[config.mk]
export PLATFORM = sky130hd
export DESIGN_NAME = out_ctl_flat
export DESIGN_NICKNAME = d
export VERILOG_FILES = /design/src/rtl/out_ctl_if.sv /design/src/rtl/out_ctl.sv /design/src/flat_wrapper.sv
export SDC_FILE = /design/constraint.sdc
export NUM_CORES = 1
export LEC_CHECK = 0
export ABC_CLOCK_PERIOD_IN_PS = 2270
export BUFFER_PORTS_ARGS = -buffer_cell sky130_fd_sc_hd__buf_2
export CAP_MARGIN = 30
export CORE_AREA = 2 2 157 159
export CTS_CLUSTER_DIAMETER = 40
export DETAILED_ROUTE_END_ITERATION = 7
export DIE_AREA = 0 0 159 161
export SLEW_MARGIN = 20
export SYNTH_ARGS = -nofsm -noshare
export SYNTH_HDL_FRONTEND = slang
export SYNTH_SLANG_ARGS = --single-unit
[constraint.sdc]
create_clock -name clk -period 2.27 [get_ports clk]
set_input_delay 0.1135 -clock clk [delete_from_list [all_inputs] [get_ports clk]]
set_output_delay 0.1135 -clock clk [all_outputs]
set_load 0.1 [all_outputs]
[src/rtl/out_ctl_if.sv]
// Output beat stream of the GEMM output controller: one signed beat per
// valid/ready handshake, with a last flag on the final lane of a kernel.
interface out_ctl_if #(
   parameter int OUT_W = 16
) ();
   logic             m_valid;
   logic             m_ready;
   logic [OUT_W-1:0] m_data;
   logic             m_last;

   modport master (
      output m_valid,
      output m_data,
      output m_last,
      input  m_ready
   );

   modport slave (
      input  m_valid,
      input  m_data,
      input  m_last,
      output m_ready
   );
endinterface

[src/rtl/out_ctl.sv]
// out_ctl: consumer end of the ex_ctl out_busy/outr handshake. Captures NO
// accumulator lanes per kernel into a two-slot ping-pong buffer and streams
// them one lane per beat, shifted, optionally ReLU'd and saturated.

// Protocol checker for the ex_ctl side of out_ctl.
module out_ctl_chk (
   input logic       clk,
   input logic       rst,
   input logic       k_init,
   input logic       k_fin,
   input logic       out_busy,
   input logic [1:0] inflight,
   input logic       occ_wp,
   input logic [1:0] credit,
   input logic       last_hs
);
   a_init_busy : assert property (@(posedge clk) disable iff (!rst) !(k_init && out_busy));
   a_fin_idle  : assert property (@(posedge clk) disable iff (!rst) !(k_fin && (inflight == 2'd0)));
   a_fin_occ   : assert property (@(posedge clk) disable iff (!rst) !(k_fin && occ_wp));
   a_credit_ovf: assert property (@(posedge clk) disable iff (!rst)
                                  !(last_hs && !k_init && (credit == 2'd2)));
endmodule

module out_ctl #(
   parameter int NO    = 4,
   parameter int ACC_W = 32,
   parameter int OUT_W = 16,
   parameter int SHIFT = 4,
   parameter int RELU  = 0
) (
   input  logic                clk,
   input  logic                rst,
   input  logic                k_init,
   input  logic                k_fin,
   input  logic [NO*ACC_W-1:0] acc_data,
   output logic                out_busy,
   output logic                outr,
   out_ctl_if.master           m_if
);
   localparam int BC_W = $clog2(NO);
   localparam logic [BC_W-1:0] LAST_BC = BC_W'(NO - 1);
   localparam logic [BC_W-1:0] ONE_BC  = BC_W'(1);
   localparam logic [BC_W-1:0] ZERO_BC = BC_W'(0);
   localparam logic signed [ACC_W-1:0] MAX_V    = {{(ACC_W-OUT_W+1){1'b0}}, {(OUT_W-1){1'b1}}};
   localparam logic signed [ACC_W-1:0] MIN_V    = {{(ACC_W-OUT_W+1){1'b1}}, {(OUT_W-1){1'b0}}};
   localparam logic signed [ACC_W-1:0] ZERO_ACC = {ACC_W{1'b0}};

   logic [NO*ACC_W-1:0] slot_r [2];
   logic [1:0]          occ_r;
   logic                wp_r;
   logic                rp_r;
   logic [BC_W-1:0]     bc_r;
   logic [1:0]          credit_r;
   logic [1:0]          inflight_r;
   logic                out_busy_r;
   logic                outr_r;

   logic [1:0]          occ_nxt_s;
   logic [1:0]          credit_nxt_s;
   logic [1:0]          inflight_nxt_s;
   logic                valid_s;
   logic                hs_s;
   logic                last_hs_s;
   logic [ACC_W-1:0]    lane_s;

   // Shift (floor), optional ReLU, then clamp into the signed output range.
   function automatic logic [OUT_W-1:0] scale_lane(input logic [ACC_W-1:0] lane);
      logic signed [ACC_W-1:0] shifted;
      logic signed [ACC_W-1:0] clipped;
      shifted = $signed(lane) >>> SHIFT;
      if ((RELU != 32'sd0) && shifted[ACC_W-1]) begin
         clipped = ZERO_ACC;
      end else if (shifted > MAX_V) begin
         clipped = MAX_V;
      end else if (shifted < MIN_V) begin
         clipped = MIN_V;
      end else begin
         clipped = shifted;
      end
      return clipped[OUT_W-1:0];
   endfunction

   assign valid_s      = occ_r[rp_r];
   assign m_if.m_valid = valid_s;
   assign out_busy     = out_busy_r;
   assign outr         = outr_r;

   // Next-state for handshake, credits, in-flight count and slot occupancy.
   always_comb begin
      hs_s      = valid_s & m_if.m_ready;
      last_hs_s = hs_s & (bc_r == LAST_BC);

      credit_nxt_s = credit_r;
      case ({k_init, last_hs_s})
         2'b10:   credit_nxt_s = credit_r - 2'd1;
         2'b01:   credit_nxt_s = credit_r + 2'd1;
         default: credit_nxt_s = credit_r;
      endcase

      inflight_nxt_s = inflight_r;
      case ({k_init, k_fin})
         2'b10:   inflight_nxt_s = inflight_r + 2'd1;
         2'b01:   inflight_nxt_s = inflight_r - 2'd1;
         default: inflight_nxt_s = inflight_r;
      endcase

      // A drain and a capture always address different slots.
      occ_nxt_s = occ_r;
      if (last_hs_s) begin
         occ_nxt_s[rp_r] = 1'b0;
      end else begin
         occ_nxt_s[rp_r] = occ_r[rp_r];
      end
      if (k_fin) begin
         occ_nxt_s[wp_r] = 1'b1;
      end else begin
         occ_nxt_s[wp_r] = occ_nxt_s[wp_r];
      end
   end

   // Current beat: lane bc of the read slot, scaled; zeroed when idle.
   always_comb begin
      lane_s = slot_r[rp_r][int'(bc_r)*ACC_W +: ACC_W];
      if (valid_s) begin
         m_if.m_data = scale_lane(lane_s);
         m_if.m_last = (bc_r == LAST_BC);
      end else begin
         m_if.m_data = {OUT_W{1'b0}};
         m_if.m_last = 1'b0;
      end
   end

   // Control state plus registered out_busy/outr derived from next state.
   always_ff @(posedge clk or negedge rst) begin
      if (!rst) begin
         occ_r      <= 2'b00;
         wp_r       <= 1'b0;
         rp_r       <= 1'b0;
         bc_r       <= ZERO_BC;
         credit_r   <= 2'd2;
         inflight_r <= 2'd0;
         out_busy_r <= 1'b0;
         outr_r     <= 1'b0;
      end else begin
         occ_r      <= occ_nxt_s;
         credit_r   <= credit_nxt_s;
         inflight_r <= inflight_nxt_s;
         out_busy_r <= (credit_nxt_s == 2'd0);
         outr_r     <= (occ_nxt_s != 2'b00) | (inflight_nxt_s != 2'd0);
         if (k_fin) begin
            wp_r <= ~wp_r;
         end else begin
            wp_r <= wp_r;
         end
         if (last_hs_s) begin
            bc_r <= ZERO_BC;
            rp_r <= ~rp_r;
         end else if (hs_s) begin
            bc_r <= bc_r + ONE_BC;
            rp_r <= rp_r;
         end else begin
            bc_r <= bc_r;
            rp_r <= rp_r;
         end
      end
   end

   // Ping-pong capture of the accumulator lanes on kernel completion.
   always_ff @(posedge clk or negedge rst) begin
      if (!rst) begin
         slot_r[0] <= {(NO*ACC_W){1'b0}};
         slot_r[1] <= {(NO*ACC_W){1'b0}};
      end else if (k_fin) begin
         slot_r[wp_r] <= acc_data;
      end else begin
         slot_r[wp_r] <= slot_r[wp_r];
      end
   end

   out_ctl_chk u_chk (
      .clk      (clk),
      .rst      (rst),
      .k_init   (k_init),
      .k_fin    (k_fin),
      .out_busy (out_busy_r),
      .inflight (inflight_r),
      .occ_wp   (occ_r[wp_r]),
      .credit   (credit_r),
      .last_hs  (last_hs_s)
   );
endmodule

[src/flat_wrapper.sv]
// flat-port wrapper written by rule: the top's interface ports become plain ports
module out_ctl_flat 
#(
   parameter int NO    = 4,
   parameter int ACC_W = 32,
   parameter int OUT_W = 16,
   parameter int SHIFT = 4,
   parameter int RELU  = 0
)
  (clk, rst, k_init, k_fin, acc_data, out_busy, outr, m_if_m_valid, m_if_m_data, m_if_m_last, m_if_m_ready);
  out_ctl_if #(.OUT_W(OUT_W)) m_if_i ();
  input  logic clk;
  input  logic rst;
  input  logic k_init;
  input  logic k_fin;
  input  logic [NO*ACC_W-1:0] acc_data;
  output logic out_busy;
  output logic outr;
  output wire logic [$bits(m_if_i.m_valid)-1:0] m_if_m_valid;
  output wire logic [$bits(m_if_i.m_data)-1:0] m_if_m_data;
  output wire logic [$bits(m_if_i.m_last)-1:0] m_if_m_last;
  input wire logic [$bits(m_if_i.m_ready)-1:0] m_if_m_ready;
  assign m_if_m_valid = m_if_i.m_valid;
  assign m_if_m_data = m_if_i.m_data;
  assign m_if_m_last = m_if_i.m_last;
  assign m_if_i.m_ready = m_if_m_ready;
  out_ctl #(.NO(NO), .ACC_W(ACC_W), .OUT_W(OUT_W), .SHIFT(SHIFT), .RELU(RELU)) u_core (.clk(clk), .rst(rst), .k_init(k_init), .k_fin(k_fin), .acc_data(acc_data), .out_busy(out_busy), .outr(outr), .m_if(m_if_i));
endmodule
==> results of run 1 <==
worst max-delay path: stages (launching register included):
cell     delay, ns
dfrtp_4       0.49
buf_12        0.16
mux4_2        0.55
a21oi_4       0.18
nand4_1       0.19
o31ai_4       0.30
buf_12        0.16
buf_12        0.15
buf_4         0.12
a31oi_4       0.08
buf_12        0.18
registers in the layout (all words and copies together) (netlist names):
signal             flops
u_core.bc_r            2
u_core.credit_r        2
u_core.out_busy        1
u_core.outr            1
u_core.rp_r            1
u_core.wp_r            1
u_core.occ_r           2
u_core.inflight_r      2
u_core.slot_r        224
placed cells by master (no fill, tap or decap), types with 2 or more instances in the layout:
cell type / instances
o21ai_4: 2
nand2b_1: 2
clkbuf_1: 4
o21ai_2: 4
xor2_1: 4
mux4_2: 44
clkinvlp_4: 5
o22ai_1: 4
inv_1: 4
buf_4: 26
clkinv_2: 7
inv_6: 5
buf_12: 33
and2_4: 2
clkbuf_8: 6
a22oi_1: 5
bufinv_16: 4
buf_6: 11
nand4_1: 3
nand2_1: 33
o21ai_1: 2
buf_2: 117
xnor2_1: 3
a21oi_2: 2
a31oi_4: 15
clkbuf_16: 38
mux2i_1: 24
o22ai_2: 2
ha_1: 2
buf_8: 2
nor4_4: 2
nor2_1: 3
mux2_2: 225
dfrtp_1: 233
a21oi_4: 4
dlygate4sd3_1: 114
nand2_4: 2
cell families (layout without fill, tap and decap cells):
kind of cell	after synthesis	count (layout)	share of synthesized area
compound gates	44	44	0.0278
xor+xnor	8	8	0.00660
fa+ha+maj	3	3	0.00354
buf+inv	51	380	0.0252
flops	236	236	0.556
mux	295	295	0.358
simple gates	54	54	0.0226
cells in the mapped netlist:
library cell / n
dfrtp_1: 235
mux2_2: 226
mux4_2: 41
nand2_1: 35
mux2i_1: 25
clkbuf_1: 23
a31oi_1: 15
buf_2: 8
buf_1: 7
a22oi_1: 6
inv_1: 6
o21ai_0: 6
o22ai_1: 6
a21oi_1: 5
buf_6: 4
nor2_1: 4
xnor2_1: 4
xor2_1: 4
ha_1: 3
mux4_1: 3
nand4_1: 3
nor4_1: 3
and2_1: 2
buf_12: 2
nand2b_1: 2
nor2b_1: 2
o21ai_1: 2
a21o_1: 1
a21oi_2: 1
a41oi_2: 1
buf_4: 1
dfstp_2: 1
nor2_2: 1
nor3_1: 1
o31ai_4: 1
or4_1: 1
stage by stage:
stage / instance area, µm² / hold WS (ns) / utilization / TNS [ns] / cells
2_1_floorplan: 10900 / -0.182 / - / -7.15 / 691
3_3_place_gp: 12300 / 0.0388 / 0.512 / -8.30 / 1141
3_5_place_dp: 12300 / 0.0426 / 0.512 / -9.35 / 1141
4_1_cts: 15100 / 0.000857 / 0.629 / -13.53 / 1336
5_1_grt: 15300 / 0.0352 / 0.638 / -15.46 / 1344
6_report: 15300 / 0.0147 / 0.638 / -13.91 / 1344
path summary, 6_finish.rpt:
path                                       from              endpoint
max                                 u_core.rp_r       m_if_m_data[13]
min                                m_if_m_ready        u_core.bc_r[0]
max reg2reg                         u_core.rp_r       u_core.out_busy
min reg2reg                u_core.inflight_r[1]  u_core.inflight_r[1]
max in group asynchronous                   rst    u_core.credit_r[1]
min in group asynchronous                   rst     u_core.slot_r[26]
repair_timing:
action | 4_1_cts | 5_1_grt
setup endpoints to repair | 21 | 21
hold buffers | 114 | 0
buffers inserted | 10 | 10
hold endpoints to repair | 460 | 0
cloned | 2 | 0
pin swaps | 14 | 13
resized for setup | 73 | 31
area by class of cell:
cell class | instances | area [µm²] | share of cell area
Sequential cell | 236 | 5910 | 0.387
Multi-Input combinational cell | 404 | 4880 | 0.319
Timing Repair Buffer | 304 | 2760 | 0.181
Tap cell | 324 | 405 | 0.0265
Clock buffer | 48 | 1050 | 0.0686
Clock inverter | 22 | 254 | 0.0166
Inverter | 6 | 26.3 | 0.00172
layer usage:
layer / wire (µm) / GRT usage / vias up
li1: - / - / 3160
met1: 12100 / 0.293 / 3654
met2: 12900 / 0.354 / 150
met3: 1090 / 0.0421 / 46
met4: 587 / 0.0574 / 0
met5: 0 / 0 / -
==> impl_metrics.yaml, run 1 <==
run_status:
  status: "complete, but fails checks"
  violations: "setup timing"
timing:
  relSlewSlack: 0.676
  post-route-period-util: 1.41
  fin_ws_ns: -0.935
  setup_viol: 21
  min_period_ns: 3.20
  slew_viol_final: 0
  hold_violations: 0
  worstMarginPinSlew_ns: 0.489
  fmax_mhz: 312
  fin_skew_ns: 0.0174
  rsz0062_at_grt: "true"
logic_synthesis:
  yosys.area.top_type: "dfrtp_1"
  yosysUniqueCellTypes: 36
  yosys_warnings: 0
  syn_area_per_cell_um2: 15.4
  yosys-top-cells-area: "dfrtp_1 55%, mux2_2 24%, mux4_2 8.7%"
  synth_top_area_frac: 0.554
  netlist_instances: 691
  synth_fp_nets: 827
  seq_area_frac_synth: 0.556
  ys_ff_latch: 236
  netlist_area_mm2: 0.0106
cts:
  root_buffer: "clkbuf_16"
  cts_tree: "yes"
  clkSinkCount: 236
  clk_pin_slew_ns: 0.05
  numCtsBuffers: 38
  cts_max_path_buffers: 3
  clk-insertion-delay-late_ns: 0.51
  h-tree-depth: 2
place:
  portBuffers: 136
  place_hpwl_mm: 17.4
  dp_slack_ns: -0.679
  place.gp.congestion: 0.832
floorplanning:
  core_mm2: 0.0240
  start_util: 0.443
  ioPinCount: 153
  die_area_mm2: 0.0256
  fp-row-count: 57
  die_w_um: 159
  chipHeight_um: 161
finish:
  antenna_cells: 0
  drive_above_1_share: 0.566
  fin_nets: 1126
  fill_cells: 1795
  areaGrowthSynthToFinish_pct: 44.0
global_routing:
  grt_pass1_wl_mm: 43.4
  grt_pass1_vias: 7959
  grt_overflow_total: 0
  grt_max_degree: 82
  antenna_found_initial: 0
  grt_usage: 0.214
setup_path:
  path_class: "register to output pin"
  reg2reg_depth: 13
  startpoint_type: "register"
  cp.arrival_ns: 3.09
  rrSetupSlack_ns: -0.26
  critPathRequiredTime_ns: 2.16
  setup.worst_path.end_class: "output pin"
  worst-path-max-fanout: 8
route:
  num_vias: 7010
  drc_errors: 0
  via_per_inst: 5.22
  routed_wl_mm: 26.7
  wl_per_cell_um: 19.8
  drtIter0Drc: 313
  drtAntennaViolNets: 0
  dr.pass1.iters: 4
min_path:
  min_path_type: "input port to register"
  hold_depth: 3
flow_run:
  cap_violations: 0
Power of run 1 is not shown: default switching activity piles up to over one toggle a cycle in this logic, so the estimate is an artifact.
==> run 2: changes to the inputs <==
--- a/config.mk
+++ b/config.mk
@@ -6,12 +6,12 @@
 export NUM_CORES = 1
 export LEC_CHECK = 0
 export ABC_CLOCK_PERIOD_IN_PS = 2270
-export BUFFER_PORTS_ARGS = -buffer_cell sky130_fd_sc_hd__buf_2
 export CAP_MARGIN = 30
 export CORE_AREA = 2 2 157 159
-export CTS_CLUSTER_DIAMETER = 40
+export CTS_CLUSTER_DIAMETER = 200
 export DETAILED_ROUTE_END_ITERATION = 7
 export DIE_AREA = 0 0 159 161
+export DONT_BUFFER_PORTS = 1
 export SLEW_MARGIN = 20
 export SYNTH_ARGS = -nofsm -noshare
 export SYNTH_HDL_FRONTEND = slang
==> impl_metrics.yaml, run 2 (synthesized netlist as in run 1, its figures left out) <==
timing:
  whs_ns: -0.713
  slew_viol_final: 0
  relSlewSlack: 0.413
  fin_skew_ns: 0.0151
  min_period_ns: 3.11
  post-route-period-util: 1.37
  rsz0062_at_grt: "true"
  hold_violations: 236
  fmax_mhz: 322
  fin_ws_ns: -0.838
  worstMarginPinSlew_ns: 0.881
  setup_viol: 19
finish:
  top_register: "u_core.slot_r"
  fin_nets: 994
  areaGrowthSynthToFinish_pct: 33.7
  final_common_cell: "dfrtp_1"
  drive_above_1_share: 0.497
  largest_register_ffs: 224
  fill_cells: 1935
  layout_common_cells: "233 x dfrtp_1, 225 x mux2_2, 115 x dlygate4sd3_1, 44 x mux4_2, 32 x nand2_1"
cts:
  clkSinkCount: 236
  numCtsBuffers: 26
  cts_max_path_buffers: 3
  root_buffer: "clkbuf_16"
  clk-insertion-delay-late_ns: 0.53
  cts_tree: "yes"
  h-tree-depth: 1
  clk_pin_slew_ns: 0.06
  holdBufCountCts: 115
setup_path:
  path_class: "register to output pin"
  cp.arrival_ns: 2.99
  rrSetupSlack_ns: -0.09
  worst-path-max-fanout: 7
  setup.worst_path.end_class: "output pin"
  critPathRequiredTime_ns: 2.16
  startpoint_type: "register"
route:
  drtAntennaViolNets: 0
  routed_wl_mm: 26.0
  num_vias: 6510
  dr.pass1.iters: 5
  drtIter0Drc: 250
  drc_errors: 0
  wl_per_cell_um: 21.6
  via_per_inst: 5.40
floorplanning:
  ioPinCount: 153
  start_util: 0.443
  chipHeight_um: 161
  core_mm2: 0.0240
  die_w_um: 159
  die_area_mm2: 0.0256
  fp-row-count: 57
run_status:
  status: "complete, but fails checks"
  violations: "hold timing, setup timing"
place:
  portBuffers: 0
  place_hpwl_mm: 17.3
  place.gp.congestion: 0.773
  dp_slack_ns: -0.379
min_path:
  min_path_type: "input port to asynchronous set/reset pin"
global_routing:
  grt_pass1_vias: 7397
  grt_max_degree: 237
  grt_pass1_wl_mm: 41.3
  grt_overflow_total: 0
  antenna_found_initial: 3
  grt_usage: 0.204
flow_run:
  cap_violations: 0
run 2: cell types whose count changed in the layout (fill, tap and decap cells not counted), sizes merged:
cell	change
inv	-5
clkinvlp	-4
buf	-123
diode	+3
dlygate4sd3	+1
bufinv	-2
clkbuf	-5
clkinv	-4
run 2: final timing paths:
| check | end | from | cells past startpoint |
|---|---|---|---|
| max in group asynchronous | u_core.credit_r[1] | rst | 0 |
| setup / recovery | m_if_m_data[6] | u_core.rp_r | 11 |
| min in group clk | u_core.occ_r[1] | k_fin | 2 |
| setup reg to reg | u_core.credit_r[1] | u_core.rp_r | 11 |
| hold / removal | u_core.slot_r[251] | rst | 0 |
| hold reg to reg | u_core.inflight_r[1] | u_core.inflight_r[1] | 1 |
run 2: repair_timing:
item / 4_1_cts / 5_1_grt
cloned: 1 / 2
setup buffers: 9 / 9
pin swaps: 6 / 12
endpoints found under the hold margin: 469 / 236
resized for setup: 30 / 28
setup endpoints to repair: 19 / 20
run 2: routing by layer:
metal,share of wire,global-route usage,vias up,wire length (µm)
met5,0,0,-,0
met4,0.027,0.0579,0,693
met3,0.039,0.0354,39,1020
met2,0.50,0.343,133,12900
met1,0.44,0.274,3451,11400
li1,-,-,2887,-
run 2: final cells by class:
class,instances,area [µm²],area share
diodes,3,7.51,0.000529
clock buffers,41,778,0.0548
repair buffers,184,2120,0.149
inverters,6,26.3,0.00185
well taps,324,405,0.0286
flip-flops and latches,236,5910,0.417
clock inverters,7,85.1,0.00599
multi-input cells,404,4860,0.342
run 2: through the flow:
step                cells  area, µm²  hold slack [ns]   util  TNS [ns]
global placement     1018      11800           -0.170  0.490     -6.38
detailed placement   1018      11800           -0.173  0.490     -5.66
finish               1205      14200           -0.713  0.592    -12.72
global route         1204      14200           -0.733  0.592    -15.36
floorplan             691      10900           -0.182      -     -7.15
CTS                  1191      14000           -0.738  0.583    -12.12
run 2: worst max-delay path, stage by stage, from the launching register on:
cell and delay (ns):
dfrtp_4 0.52, buf_12 0.16, buf_8 0.12, mux2i_2 0.14
o22ai_2 0.23, a21oi_2 0.07, nor4_2 0.27, buf_4 0.16
a41oi_4 0.18, clkbuf_16 0.23, a31oi_4 0.17, buf_12 0.20
Power of run 2 is left out for the same reason.
==> run 3: changes to the inputs <==
--- a/config.mk
+++ b/config.mk
@@ -7,12 +7,13 @@
 export LEC_CHECK = 0
 export ABC_CLOCK_PERIOD_IN_PS = 2270
 export CAP_MARGIN = 30
-export CORE_AREA = 2 2 157 159
+export CORE_AREA = 2 2 158 160
 export CTS_CLUSTER_DIAMETER = 200
 export DETAILED_ROUTE_END_ITERATION = 7
-export DIE_AREA = 0 0 159 161
+export DIE_AREA = 0 0 160 162
 export DONT_BUFFER_PORTS = 1
 export SLEW_MARGIN = 20
 export SYNTH_ARGS = -nofsm -noshare
 export SYNTH_HDL_FRONTEND = slang
+export SYNTH_HIERARCHICAL = 1
 export SYNTH_SLANG_ARGS = --single-unit
==> impl_metrics.yaml, run 3 <==
run_status:
  status: "complete, but fails checks"
  violations: "hold timing, setup timing"
finish:
  areaGrowthSynthToFinish_pct: 33.2
  final_common_cell: "dfrtp_1"
  drive_above_1_share: 0.501
  fin_util: 0.591
  fin_nets: 983
  layout_common_cells: "232 x dfrtp_1, 225 x mux2_2, 115 x dlygate4sd3_1, 44 x mux4_2, 38 x buf_4"
  stdcell_area_mm2: 0.0142
  largest_register_ffs: 224
  top_register: "u_core/slot_r"
  antenna_cells: 0
cts:
  holdBufCountCts: 115
  numCtsBuffers: 26
  cts_max_path_buffers: 3
  root_buffer: "clkbuf_16"
  h-tree-depth: 1
  clk_pin_slew_ns: 0.06
  clk-insertion-delay-late_ns: 0.53
  cts_tree: "yes"
  clkSinkCount: 236
logic_synthesis:
  yosys-top-cells-area: "dfrtp_1 55%, mux2_2 24%, mux4_2 8.8%"
  seq_area_frac_synth: 0.552
  yosysUniqueCellTypes: 39
  synth_edf_count: 0
  yosys.area.top_type: "dfrtp_1"
  syn_area_per_cell_um2: 15.9
  synth.most_common_cell: "dfrtp_1"
  synth_fp_nets: 808
  ys_ff_latch: 236
  netlist_area_mm2: 0.0107
  netlist_instances: 672
  synthTopCellsByCount: "235 x dfrtp_1, 226 x mux2_2, 42 x mux4_2, 40 x mux2i_1, 19 x clkbuf_1"
  synth_flop_cell: "dfrtp_1"
  synth_top_area_frac: 0.550
  postSynth.asyncResetShare: 1.00
  yosys_warnings: 6
timing:
  min_period_ns: 3.14
  hold_violations: 236
  fin_skew_ns: 0.0125
  setup_viol: 16
  fmax_mhz: 319
  relSlewSlack: 0.406
  rsz0062_at_grt: "true"
  worstMarginPinSlew_ns: 0.892
  tns_ns: -12.98
  fin_ws_ns: -0.865
  whs_ns: -0.709
  post-route-period-util: 1.38
  slew_viol_final: 0
place:
  place_hpwl_mm: 16.2
  portBuffers: 0
  place.gp.congestion: 0.777
  dpl-instance-area_mm2: 0.0119
floorplanning:
  core_mm2: 0.0241
  fp-row-count: 57
  die_area_mm2: 0.0259
  die_w_um: 160
  ioPinCount: 153
  start_util: 0.444
  chipHeight_um: 162
route:
  wl_per_cell_um: 20.9
  drtAntennaViolNets: 0
  routed_wl_mm: 24.8
  dr.pass1.iters: 4
  drc_errors: 0
  num_vias: 6370
  drtIter0Drc: 332
  via_per_inst: 5.35
setup_path:
  path_class: "register to output pin"
  cp.arrival_ns: 3.02
  r2r_end: "u_core/out_busy"
  worstReg2RegStart: "u_core/rp_r"
  setup.worst_path.end_class: "output pin"
  critPathRequiredTime_ns: 2.16
  reg2reg_depth: 12
  startpoint_type: "register"
  worst-path-max-fanout: 15
  rrSetupSlack_ns: 0.07
  crit_start: "u_core/rp_r"
global_routing:
  grt_usage: 0.198
  antenna_found_initial: 0
  grt_pass1_vias: 7339
  grt_pass1_wl_mm: 40.5
  grt_max_degree: 237
  grt_overflow_total: 0
min_path:
  min_path_type: "input port to asynchronous set/reset pin"
flow_run:
  cap_violations: 0
## run 3: cell count changes after synthesis, moves of 3 or more
cell,delta
a21oi_1,-5
mux2i_1,+15
a22oi_1,+5
inv_1,-3
nand2_1,-31
buf_1,+5
a31oi_1,-15
a21oi_2,+8
clkbuf_1,-4
## run 3: through the flow
step	setup slack (ns)	instances	hold WS, ns
after global routing	-0.969	1190	-0.744
after CTS	-0.895	1188	-0.740
final	-0.865	1190	-0.709
after floorplan	-0.394	672	-0.182
after global placement	-0.426	1018	-0.172
after detailed placement	-0.446	1018	-0.173
## run 3: kinds of logic after synthesis
| group | count (synthesis) | share of synthesized area |
|---|---|---|
| buffers and inverters | 48 | 0.0228 |
| DFF | 236 | 0.552 |
| AOI/OAI and AO/OA | 39 | 0.0295 |
| muxes | 312 | 0.372 |
| xor gates and xnor gates | 8 | 0.00655 |
| adders and majority gates | 3 | 0.00351 |
| and+or+nand+nor | 26 | 0.0131 |
## run 3: how the worst max path moves through the flow
stage / endpoint / slack [ns] / depth (start not counted)
2_1_floorplan: m_if_m_data[12] / -0.39 / 8
3_3_place_gp: m_if_m_data[14] / -0.43 / 10
3_5_place_dp: m_if_m_data[12] / -0.45 / 8
4_1_cts: m_if_m_data[14] / -0.89 / 11
5_1_grt: m_if_m_data[0] / -0.97 / 11
6_report: m_if_m_data[14] / -0.87 / 11
## run 3: what timing repair did
action | in CTS | in global routing
pin swaps | 2 | 5
resized for setup | 28 | 10
buffers inserted | 8 | 2
gates cloned | 1 | 0
endpoints found under the setup margin | 20 | 20
endpoints found under the hold margin | 470 | 236
## run 3: cell type report
cell class                 count  area, µm²
fill                        1871       9860
sequential                   236       5910
multi-input combinational    388       4850
timing repair buffer         191       2150
clock buffer                  36        749
tap                          324        405
clock inverter                11        158
inverter                       4       22.5
## run 3: worst max-delay path, stage by stage, from the launching register on
cell	delay, ns
dfrtp_4	0.51
buf_12	0.15
buf_12	0.13
mux2i_1	0.11
a22oi_1	0.24
o21ai_1	0.13
buf_4	0.16
nor4_4	0.30
a41oi_4	0.17
buf_12	0.21
a21oi_4	0.17
buf_12	0.19
## run 3: metal layers
| metal | GRT usage | share of wire |
|---|---|---|
| met3 | 0.0365 | 0.041 |
| met1 | 0.267 | 0.44 |
| met5 | 0 | 0 |
| met4 | 0.0455 | 0.015 |
| met2 | 0.336 | 0.50 |
Power of run 3 is left out for the same reason.
